==> src/rtl/channel_scan_ctrl.sv <==
// Round-robin channel scanner: presents each enabled channel for dwell+1 accepted cycles.
// Optional inter-channel blanking cycle selected by macro SCAN_BLANK_EN.
module channel_scan_ctrl #(
  parameter int DWELL_W = 8
) (
  input  logic               clk,
  input  logic               rst,
  input  logic               en,
  input  logic [3:0]         mask,
  input  logic [DWELL_W-1:0] dwell,
  input  logic               ready,
  output logic [1:0]         sel,
  output logic               valid,
  output logic               wrap
);

  typedef enum logic [1:0] {
    IDLE  = 2'd0,
    SCAN  = 2'd1
`ifdef SCAN_BLANK_EN
    ,
    BLANK = 2'd2
`endif
  } state_t;

  state_t             state, state_n;
  logic [DWELL_W-1:0] cnt, cnt_n;
  logic [1:0]         sel_n;
  logic               valid_n, wrap_n;
  logic [1:0]         nxt_ch, low_ch;
  logic               adv;

  // First set mask bit strictly after cur in circular order; cur itself if it is the only one.
  function automatic logic [1:0] next_ch(input logic [1:0] cur, input logic [3:0] m);
    logic [1:0] r;
    logic       found;
    r     = cur;
    found = 1'b0;
    for (int k = 1; k < 5; k++) begin
      if (!found && m[cur + 2'(k)]) begin
        r     = cur + 2'(k);
        found = 1'b1;
      end
    end
    return r;
  endfunction

  assign nxt_ch = next_ch(sel, mask);
  assign low_ch = next_ch(2'd3, mask);

  always_ff @(posedge clk or posedge rst) begin
    if (rst) begin
      state <= IDLE;
      cnt   <= '0;
      sel   <= 2'd0;
      valid <= 1'b0;
      wrap  <= 1'b0;
    end else begin
      state <= state_n;
      cnt   <= cnt_n;
      sel   <= sel_n;
      valid <= valid_n;
      wrap  <= wrap_n;
    end
  end

  always_comb begin
    state_n = state;
    cnt_n   = cnt;
    sel_n   = sel;
    valid_n = valid;
    wrap_n  = 1'b0;
    adv     = 1'b0;

    if (!en || mask == 4'b0000) begin
      state_n = IDLE;
      cnt_n   = '0;
      sel_n   = 2'd0;
      valid_n = 1'b0;
    end else begin
      case (state)
        IDLE: begin
          state_n = SCAN;
          cnt_n   = '0;
          sel_n   = low_ch;
          valid_n = 1'b1;
        end
        SCAN: begin
          // A dropped mask bit forces an advance; >= covers a dwell lowered below the count.
          if (!mask[sel]) begin
            adv = 1'b1;
          end else if (ready) begin
            if (cnt >= dwell) adv = 1'b1;
            else              cnt_n = cnt + DWELL_W'(1);
          end
          if (adv) begin
            cnt_n  = '0;
            sel_n  = nxt_ch;
            wrap_n = (nxt_ch <= sel);
`ifdef SCAN_BLANK_EN
            state_n = BLANK;
            valid_n = 1'b0;
`else
            valid_n = 1'b1;
`endif
          end
        end
`ifdef SCAN_BLANK_EN
        BLANK: begin
          state_n = SCAN;
          cnt_n   = '0;
          valid_n = 1'b1;
        end
`endif
        default: begin
          state_n = IDLE;
          cnt_n   = '0;
          sel_n   = 2'd0;
          valid_n = 1'b0;
        end
      endcase
    end
  end

endmodule

==> config.mk <==
export PLATFORM = sky130hd
export DESIGN_NAME = channel_scan_ctrl
export DESIGN_NICKNAME = d
export VERILOG_FILES = /design/src/rtl/channel_scan_ctrl.sv
export SDC_FILE = /design/constraint.sdc
export NUM_CORES = 1
export LEC_CHECK = 0
export CORE_AREA = 10 10 66 68
export DETAILED_ROUTE_END_ITERATION = 7
export DIE_AREA = 0 0 76 78
export MAX_ROUTING_LAYER = met4
export PLACE_DENSITY_LB_ADDON = 0.08
export SYNTH_ARGS = -nofsm -noshare
export SYNTH_HDL_FRONTEND = slang
export SYNTH_SLANG_ARGS = --single-unit
==> constraint.sdc <==
create_clock -name clk -period 2.3 [get_ports clk]
set_clock_uncertainty 0.15 [all_clocks]
set_input_delay 0.345 -clock clk [delete_from_list [all_inputs] [get_ports clk]]
set_output_delay 0.345 -clock clk [all_outputs]
set_load 0.1 [all_outputs]
## Yosys cells after proc, flatten, opt, wreduce, memory -nomap -nowiden

Cells that the tools add are included.
W data, S select, Z words.

| cells by class | value |
|---|---|
| $add $sub $neg | 4 |
| $lt $le $gt $ge | 6 |
| eq/ne operators | 6 |
| mux-type cells | 44 |
| reduce and logical (&&, ||, !) cells | 17 |

Operators by type and width:

| kind | number |
|---|---|
| $mux W8 | 6 |
| $mux W2 | 11 |
| $mux W1 | 20 |
| $lt A2 B3 Y1 const B | 4 |
| $ne A4 B4 Y1 const B | 3 |
| $add A8 B1 Y8 const B | 1 |
| $bmux W1 S2 | 4 |
| $ge A8 B8 Y1 | 1 |
| $pmux W2 S2 | 2 |
| $logic_not A1 Y1 | 7 |
| $logic_and A1 B1 Y1 | 6 |
| $add A2 B2 Y2 const B | 2 |
| $logic_not A4 Y1 | 1 |
| $ne A3 B3 Y1 const B | 1 |
| $reduce_and A3 Y1 | 1 |
| $add A2 B1 Y2 const B | 1 |
| $eq A2 B1 Y1 const B | 1 |
| $le A2 B2 Y1 | 1 |
| $logic_not A2 Y1 | 1 |
| $ne A2 B2 Y1 const B | 1 |
| $pmux W1 S2 | 1 |
| $logic_or A1 B1 Y1 | 1 |

| storage, ports and cells | value |
|---|---|
| flip-flop bits (word level) | 14 |
| input bits | 16 |
| output and inout port bits | 4 |

## Logic depth before layout (Yosys ltp)

Gate-level depths: netlist of run 1.

| logic depth | value |
|---|---|
| depth after elaboration | 17 |
| gate-level depth with buffers | 8 |

## Worst setup path after synthesis of run 1

No wires, ideal clock.

| timing | value |
|---|---|
| kind | register -> register |
| from | register sel[0] |
| to | register valid |
| arrival | 2.131 ns |
| setup slack | -0.107 ns |
| cell stages (with the launch flop) | 5 |
| path buffers | 1 |
| cells stage by stage | dfrtp_1 -> mux4_2 -> o211ai_2 -> buf_6 -> mux2_4 |

| between the ends | value |
|---|---|
| longest elaborated chain between the ends | 6 |

RTL lines:

| item | line | source |
|---|---|---|
| start: declaration | 12 | `output logic [1:0] sel,` |
| start signal: assignment | 61 | `sel <= sel_n;` |
| $bmux W1 S2 | 90 | `if (!mask[sel]) begin` |
| $mux W1 (implied by the code) | 90 |  |
| $mux W1 | 90 |  |
| $mux W1 | 81 | `case (state)` |
| $mux W1 | 75 | `if (!en \|\| mask == 4'b0000) begin` |
| $ne A3 B3 Y1 (no line) | n/a |  |
| end signal: assignment | 62 | `valid <= valid_n;` |
| end: declaration | 13 | `output logic valid,` |

Every way passes these cells. The select of a mux whose other input is x is not followed.
A chain may end at the register's enable or synchronous reset.

## Worst setup path in the final report of run 1

| timing | value |
|---|---|
| from | input port dwell[1] |
| to | register valid |

| between the ends | value |
|---|---|
| longest elaborated chain between the ends | 7 |

RTL lines:

| item | line | source |
|---|---|---|
| start: declaration | 10 | `input logic [DWELL_W-1:0] dwell,` |
| $ge A8 B8 Y1 | 93 | `if (cnt >= dwell) adv = 1'b1;` |
| $mux W1 | 93 |  |
| $mux W1 | 92 | `end else if (ready) begin` |
| $mux W1 | 90 |  |
| $mux W1 | 81 |  |
| $mux W1 | 75 |  |
| $ne A3 B3 Y1 (no line) | n/a |  |

Every way passes these cells. The select of a mux whose other input is x is not followed.

==> results of run 1 <==
state kept, by name, indices dropped and copies added (netlist names):
register  count
valid         1
state         1
cnt           8
sel           2
wrap          1
kinds of logic after synthesis:
group,count (synthesis)
buf+inv,16
fa+ha+maj,11
simple gates,33
mux,5
compound gates,26
flops,13
xor+xnor,6
metrics by stage:
step                cells  TNS [ns]  setup slack (ns)  cell area [sq um]
detailed placement    186     -2.62            -0.295               1370
floorplan             110         0            0.0221               1050
global route          190   -0.0233           -0.0142               1430
CTS                   190         0            0.0142               1390
global placement      186     -2.28            -0.251               1370
finish                190         0            0.0381               1430
final timing paths:
| kind | startpoint | end | cells after the start |
|---|---|---|---|
| min in group clk | valid | valid | 1 |
| min | rst | cnt[0] | 2 |
| max | dwell[1] | valid | 7 |
| max in group asynchronous | rst | sel[0] | 2 |
| max reg2reg | cnt[0] | valid | 7 |
| min reg2reg | valid | valid | 1 |
layer usage:
layer  global-route usage, %  share of wire (%)  wire length (um)  vias to the layer above
li1                        -                  -                 -                      469
met1                    12.6                 52              1310                      405
met2                    13.9                 45              1140                       13
met3                    2.42                2.8                72                        4
met4                    2.27               0.79                20                        0
met5                       -                  0                 0                        -
critical path, delay by kind of cell:
family	cells	cell delay, ns
compound gates	3	0.87
fa+ha+maj	1	0.23
buf+inv	2	0.52
mux	1	0.31
placed cells by master, fill, tap and decap left out, types with 2 or more instances in the layout:
cell type and instances:
a211oi_1 4, a211oi_2 3, a21oi_1 3, and2_1 2, and3_1 3, buf_4 16
clkbuf_4 3, clkdlybuf4s50_1 14, dfrtp_1 12, ha_1 10, inv_1 14, mux2_4 2
mux2i_1 2, nand2_1 4, nand3_1 2, nand4_1 4, nor2_1 8, nor2b_1 4
nor3_1 2, o21ai_0 4, xnor2_1 6
power groups by stage:
stage	clock network [mW]	logic, mW	registers [mW]
final	0.146	0.215	0.248
after detailed placement	0	0.212	0.253
after floorplan	0	0.0867	0.301
after global routing	0.161	0.236	0.251
after global placement	0	0.209	0.253
after CTS	0.152	0.213	0.249
timing repair:
action / 4_1_cts / 5_1_grt
gates resized for setup: 0 / 7
setup endpoints to repair: 0 / 8
buffers inserted: 0 / 0
layout make-up:
class / count / area [sq um]
timing repair buffer: 31 / 273
inverter: 15 / 56.3
fill: 330 / 1750
tap: 46 / 57.6
multi-input combinational: 81 / 691
sequential: 13 / 327
clock buffer: 4 / 26.3
==> flow_metrics.env, run 1 <==
export IMPL_status="finished clean"
export IMPL_worstSetupPathType="in -> reg"
export IMPL_die_width_um=76
export IMPL_gr_usage_all_layers_pct=9.50
export IMPL_area_growth_pct=36.4
export IMPL_synth_top_area_share_pct=31.0
export IMPL_numCtsBuffers=3
export IMPL_grt_pass1_wl_mm=4.57
export IMPL_period_needed_ns=2.26
export IMPL_p_int_mw=0.398
export IMPL_synth_cell_area_sq_um=1050
export IMPL_synthArstFlopShare_pct=100
export IMPL_start_util_pct=33.0
export IMPL_final_max_slew_viol_count=0
export IMPL_grt_pass1_vias=945
export IMPL_p_seq_share_pct=40.7
export IMPL_n_antenna_cell=0
export IMPL_synth_top_family_by_area="compound AO/OA/AOI/OAI gates"
export IMPL_tightest_slew_ns=0.504
export IMPL_gr_total_overflow=0
export IMPL_drt_wirelength_per_cell_um=13.4
export IMPL_power_density_nw_per_um2=426
export IMPL_core_area_sq_um=3180
export IMPL_routabilityCongestion=0.783
export IMPL_synth_common_cells="15 x inv_1, 13 x dfrtp_1, 11 x ha_1"
export IMPL_synthesis_nets=137
export IMPL_vias_per_cell=4.69
export IMPL_cap_viol_max_count=0
export IMPL_fmax_mhz=442
export IMPL_synth_edf_count=0
export IMPL_io_buffers=19
export IMPL_synth_ff_type="dfrtp_1"
export IMPL_htree_levels=1
export IMPL_numClockSinks=13
export IMPL_synth_largest_area_cell="dfrtp_1"
export IMPL_p_sw_share_pct=34.7
export IMPL_drtIter0Drc=26
export IMPL_required_ns=2.31
export IMPL_synthTopCellsByArea="dfrtp_1 31%, ha_1 13%, inv_1 5.4%"
export IMPL_p_sw_mw=0.211
export IMPL_power_frac_comb_pct=35.3
export IMPL_path_cells="clkdlybuf4s50_1, inv_2, ha_4, a2111o_4, a21oi_4, o211ai_4, mux2_4"
export IMPL_cts_root_buf="clkbuf_4"
export IMPL_cts_buffer_depth=2
export IMPL_nets=172
export IMPL_antenna_found_initial=0
export IMPL_hold_buffers=0
export IMPL_crit_slowest_cell="a2111o_4"
export IMPL_hpwl_mm=2.10
export IMPL_synth_warnings=0
export IMPL_final_core_util_pct=45.0
export IMPL_fin_crit_sh_pct=98.3
export IMPL_synth_compound_area_share_pct=20.5
export IMPL_grt_max_degree=14
export IMPL_synth_seq_cells=13
export IMPL_path_clk_slew_ns=0.09
export IMPL_yosysMostFrequentCell="inv_1"
export IMPL_rsz0062_at_grt="yes"
export IMPL_worstPathMaxFanout=7
export IMPL_cp_start_kind="input port"
export IMPL_cts_tree="yes"
export IMPL_slew_headroom_pct=66.4
export IMPL_dr_total_vias=891
export IMPL_critPathCaptureType="flip-flop"
export IMPL_cp_arrival_ns=2.28
export IMPL_p_total_mw=0.609
export IMPL_wl_mm=2.54
export IMPL_leakage_nw=0.660
export IMPL_drcViolationCount=0
export IMPL_hold_ws_ns=0.234
export IMPL_p_clk_share_pct=24.0
export IMPL_holdCritPathClass="in -> async"
export IMPL_avgSynthCellArea_sq_um=9.53
export IMPL_layout_drive_gt1_share_pct=22.9
export IMPL_drtAntennaViolNets=0
export IMPL_synth_fa_ha_area_share_pct=13.1
export IMPL_syn_inst=110
export IMPL_synth_xor_area_share_pct=5.01
export IMPL_die_area_sq_um=5930
export IMPL_first_pass_iters=4
export IMPL_die_h_um=78
export IMPL_rows=21
export IMPL_ir_drop_v=0.000224
export IMPL_yosys_mux_area_fraction_pct=6.56
export IMPL_synth_simple_area_share_pct=17.3
export IMPL_ys_seq_area_share_pct=31.0
export IMPL_synth_cell_types=37
export IMPL_setup_violations=0
export IMPL_rrSetupSlack_ns=0.09
export IMPL_ios=20
export IMPL_clock_latency_ns=0.28
export IMPL_hold_violations=0
export IMPL_critical_path_max_stage_delay_ns=0.55
(Power assumes the default switching activity.)
==> run 2, diff against run 1 <==
--- a/config.mk
+++ b/config.mk
@@ -5,9 +5,11 @@
 export SDC_FILE = /design/constraint.sdc
 export NUM_CORES = 1
 export LEC_CHECK = 0
-export CORE_AREA = 10 10 66 68
+export CELL_PAD_IN_SITES_DETAIL_PLACEMENT = 2
+export CELL_PAD_IN_SITES_GLOBAL_PLACEMENT = 2
+export CORE_AREA = 10 10 73 75
 export DETAILED_ROUTE_END_ITERATION = 7
-export DIE_AREA = 0 0 76 78
+export DIE_AREA = 0 0 83 85
 export MAX_ROUTING_LAYER = met4
 export PLACE_DENSITY_LB_ADDON = 0.08
 export SYNTH_ARGS = -nofsm -noshare
==> flow_metrics.env, run 2 (synthesis gave the netlist of run 1 again) <==
export IMPL_status="finished clean"
export IMPL_clock_latency_ns=0.24
export IMPL_ios=20
export IMPL_die_width_um=83
export IMPL_path_cells="clkdlybuf4s50_1, inv_1, ha_4, a2111o_4, a21oi_4, o211ai_4, mux2_4"
export IMPL_drt_wirelength_per_cell_um=16.3
export IMPL_fmax_mhz=444
export IMPL_regMostFlops="cnt"
export IMPL_leakage_nw=0.675
export IMPL_holdCritPathClass="in -> async"
export IMPL_area_growth_pct=42.5
export IMPL_antenna_found_initial=0
export IMPL_grt_pass1_vias=1049
export IMPL_period_needed_ns=2.25
export IMPL_routabilityCongestion=0.764
export IMPL_drtAntennaViolNets=0
export IMPL_rows=23
export IMPL_final_max_slew_viol_count=0
export IMPL_cts_tree="yes"
export IMPL_required_ns=2.28
export IMPL_critical_path_max_stage_delay_ns=0.53
export IMPL_worstSetupPathType="in -> reg"
export IMPL_cts_root_buf="clkbuf_8"
export IMPL_setup_tns_final_ns=0
export IMPL_first_pass_iters=2
export IMPL_cts_buffer_depth=2
export IMPL_layout_common_cells="18 x buf_4, 14 x inv_1, 14 x clkdlybuf4s50_1"
export IMPL_tightest_slew_ns=0.520
export IMPL_vias_per_cell=4.87
export IMPL_p_total_mw=0.681
export IMPL_gr_total_overflow=0
export IMPL_crit_slowest_cell="a2111o_4"
export IMPL_setup_violations=0
export IMPL_rrSetupSlack_ns=0.07
export IMPL_hold_buffers=0
export IMPL_cap_viol_max_count=0
export IMPL_io_buffers=19
export IMPL_htree_levels=1
export IMPL_core_area_sq_um=3910
export IMPL_drtIter0Drc=22
export IMPL_layout_drive_gt1_share_pct=26.7
export IMPL_die_h_um=85
export IMPL_cp_arrival_ns=2.23
export IMPL_hold_violations=0
export IMPL_die_area_sq_um=7060
export IMPL_cp_start_kind="input port"
export IMPL_largest_reg_flops=8
export IMPL_dr_total_vias=954
export IMPL_gr_usage_all_layers_pct=9.30
export IMPL_final_common_cell="buf_4"
export IMPL_drcViolationCount=0
export IMPL_fin_crit_sh_pct=97.9
export IMPL_grt_pass1_wl_mm=5.31
export IMPL_worstPathMaxFanout=5
export IMPL_slew_headroom_pct=65.3
export IMPL_grt_max_degree=14
export IMPL_wl_mm=3.19
export IMPL_final_core_util_pct=38.2
export IMPL_ir_drop_v=0.000297
export IMPL_numClockSinks=13
export IMPL_n_antenna_cell=0
export IMPL_nets=174
export IMPL_critPathCaptureType="flip-flop"
export IMPL_start_util_pct=26.8
export IMPL_numCtsBuffers=3
export IMPL_fill_cells=449
export IMPL_power_density_nw_per_um2=456
export IMPL_top_regs="cnt (8), sel (2)"
export IMPL_path_clk_slew_ns=0.06
export IMPL_hpwl_mm=2.52
==> run 2: cell type report <==
type	count	area, sq um	area share (%)
flip-flops and latches	13	327	21.9
multi-input cells	81	718	48.1
well taps	50	62.6	4.19
inverters	15	56.3	3.77
clock inverters	1	5.00	0.335
repair buffers	33	284	19.0
clock buffers	3	41.3	2.76
==> run 2: where the power goes <==
part           switching (mW)  leakage [nW]  internal (mW)
logic                   0.128         0.475         0.0968
registers              0.0117         0.174          0.238
clock network          0.0870        0.0255          0.120
==> run 2: repair_timing <==
action	CTS	global route
resized for setup	5	7
endpoints found under the setup margin	10	11
pin swaps	4	5
hold endpoints to repair	0	0
buffers inserted	0	2
==> run 2: worst max-delay path, delay by kind of cell <==
| family | cells | cell delay [ns] |
|---|---|---|
| multiplexers | 1 | 0.31 |
| adder cells (fa/ha/maj) | 1 | 0.21 |
| buffers and inverters | 2 | 0.51 |
| AO/OA/AOI/OAI | 3 | 0.85 |
==> run 2: per-stage QoR <==
stage                     setup WS (ns)  hold WS [ns]  cell area, sq um  cells
after floorplan                  0.0221        0.0719              1050    110
after global placement           -0.316         0.349              1370    190
after detailed placement         -0.339         0.356              1370    190
after CTS                       -0.0185         0.302              1440    194
after global routing           -0.00341         0.332              1490    196
final                            0.0477         0.285              1490    196
==> run 2: routing by layer <==
metal / share of wire, % / GRT usage [%] / wire [um] / vias to the layer above
met5: 0 / - / 0 / -
met4: 0.44 / 1.39 / 14 / 0
met3: 2.0 / 2.10 / 63 / 4
met2: 50 / 15.4 / 1600 / 13
met1: 47 / 11.4 / 1510 / 471
li1: - / - / - / 466
==> run 2: path summary, 6_finish.rpt <==
check                      endpoint  startpoint  cells past startpoint
max                          sel[1]    dwell[1]                      7
min                          cnt[1]         rst                      2
max reg2reg                  sel[1]      cnt[0]                      7
min reg2reg                   valid       valid                      1
max in group asynchronous    sel[0]         rst                      2
min in group clk              valid       valid                      1
==> run 3, diff against run 2 <==
--- a/config.mk
+++ b/config.mk
@@ -5,6 +5,7 @@
 export SDC_FILE = /design/constraint.sdc
 export NUM_CORES = 1
 export LEC_CHECK = 0
+export CAP_MARGIN = 20
 export CELL_PAD_IN_SITES_DETAIL_PLACEMENT = 2
 export CELL_PAD_IN_SITES_GLOBAL_PLACEMENT = 2
 export CORE_AREA = 10 10 73 75
==> results of run 3 <==
Final layout, timing and power as in run 2 (identical DEF).
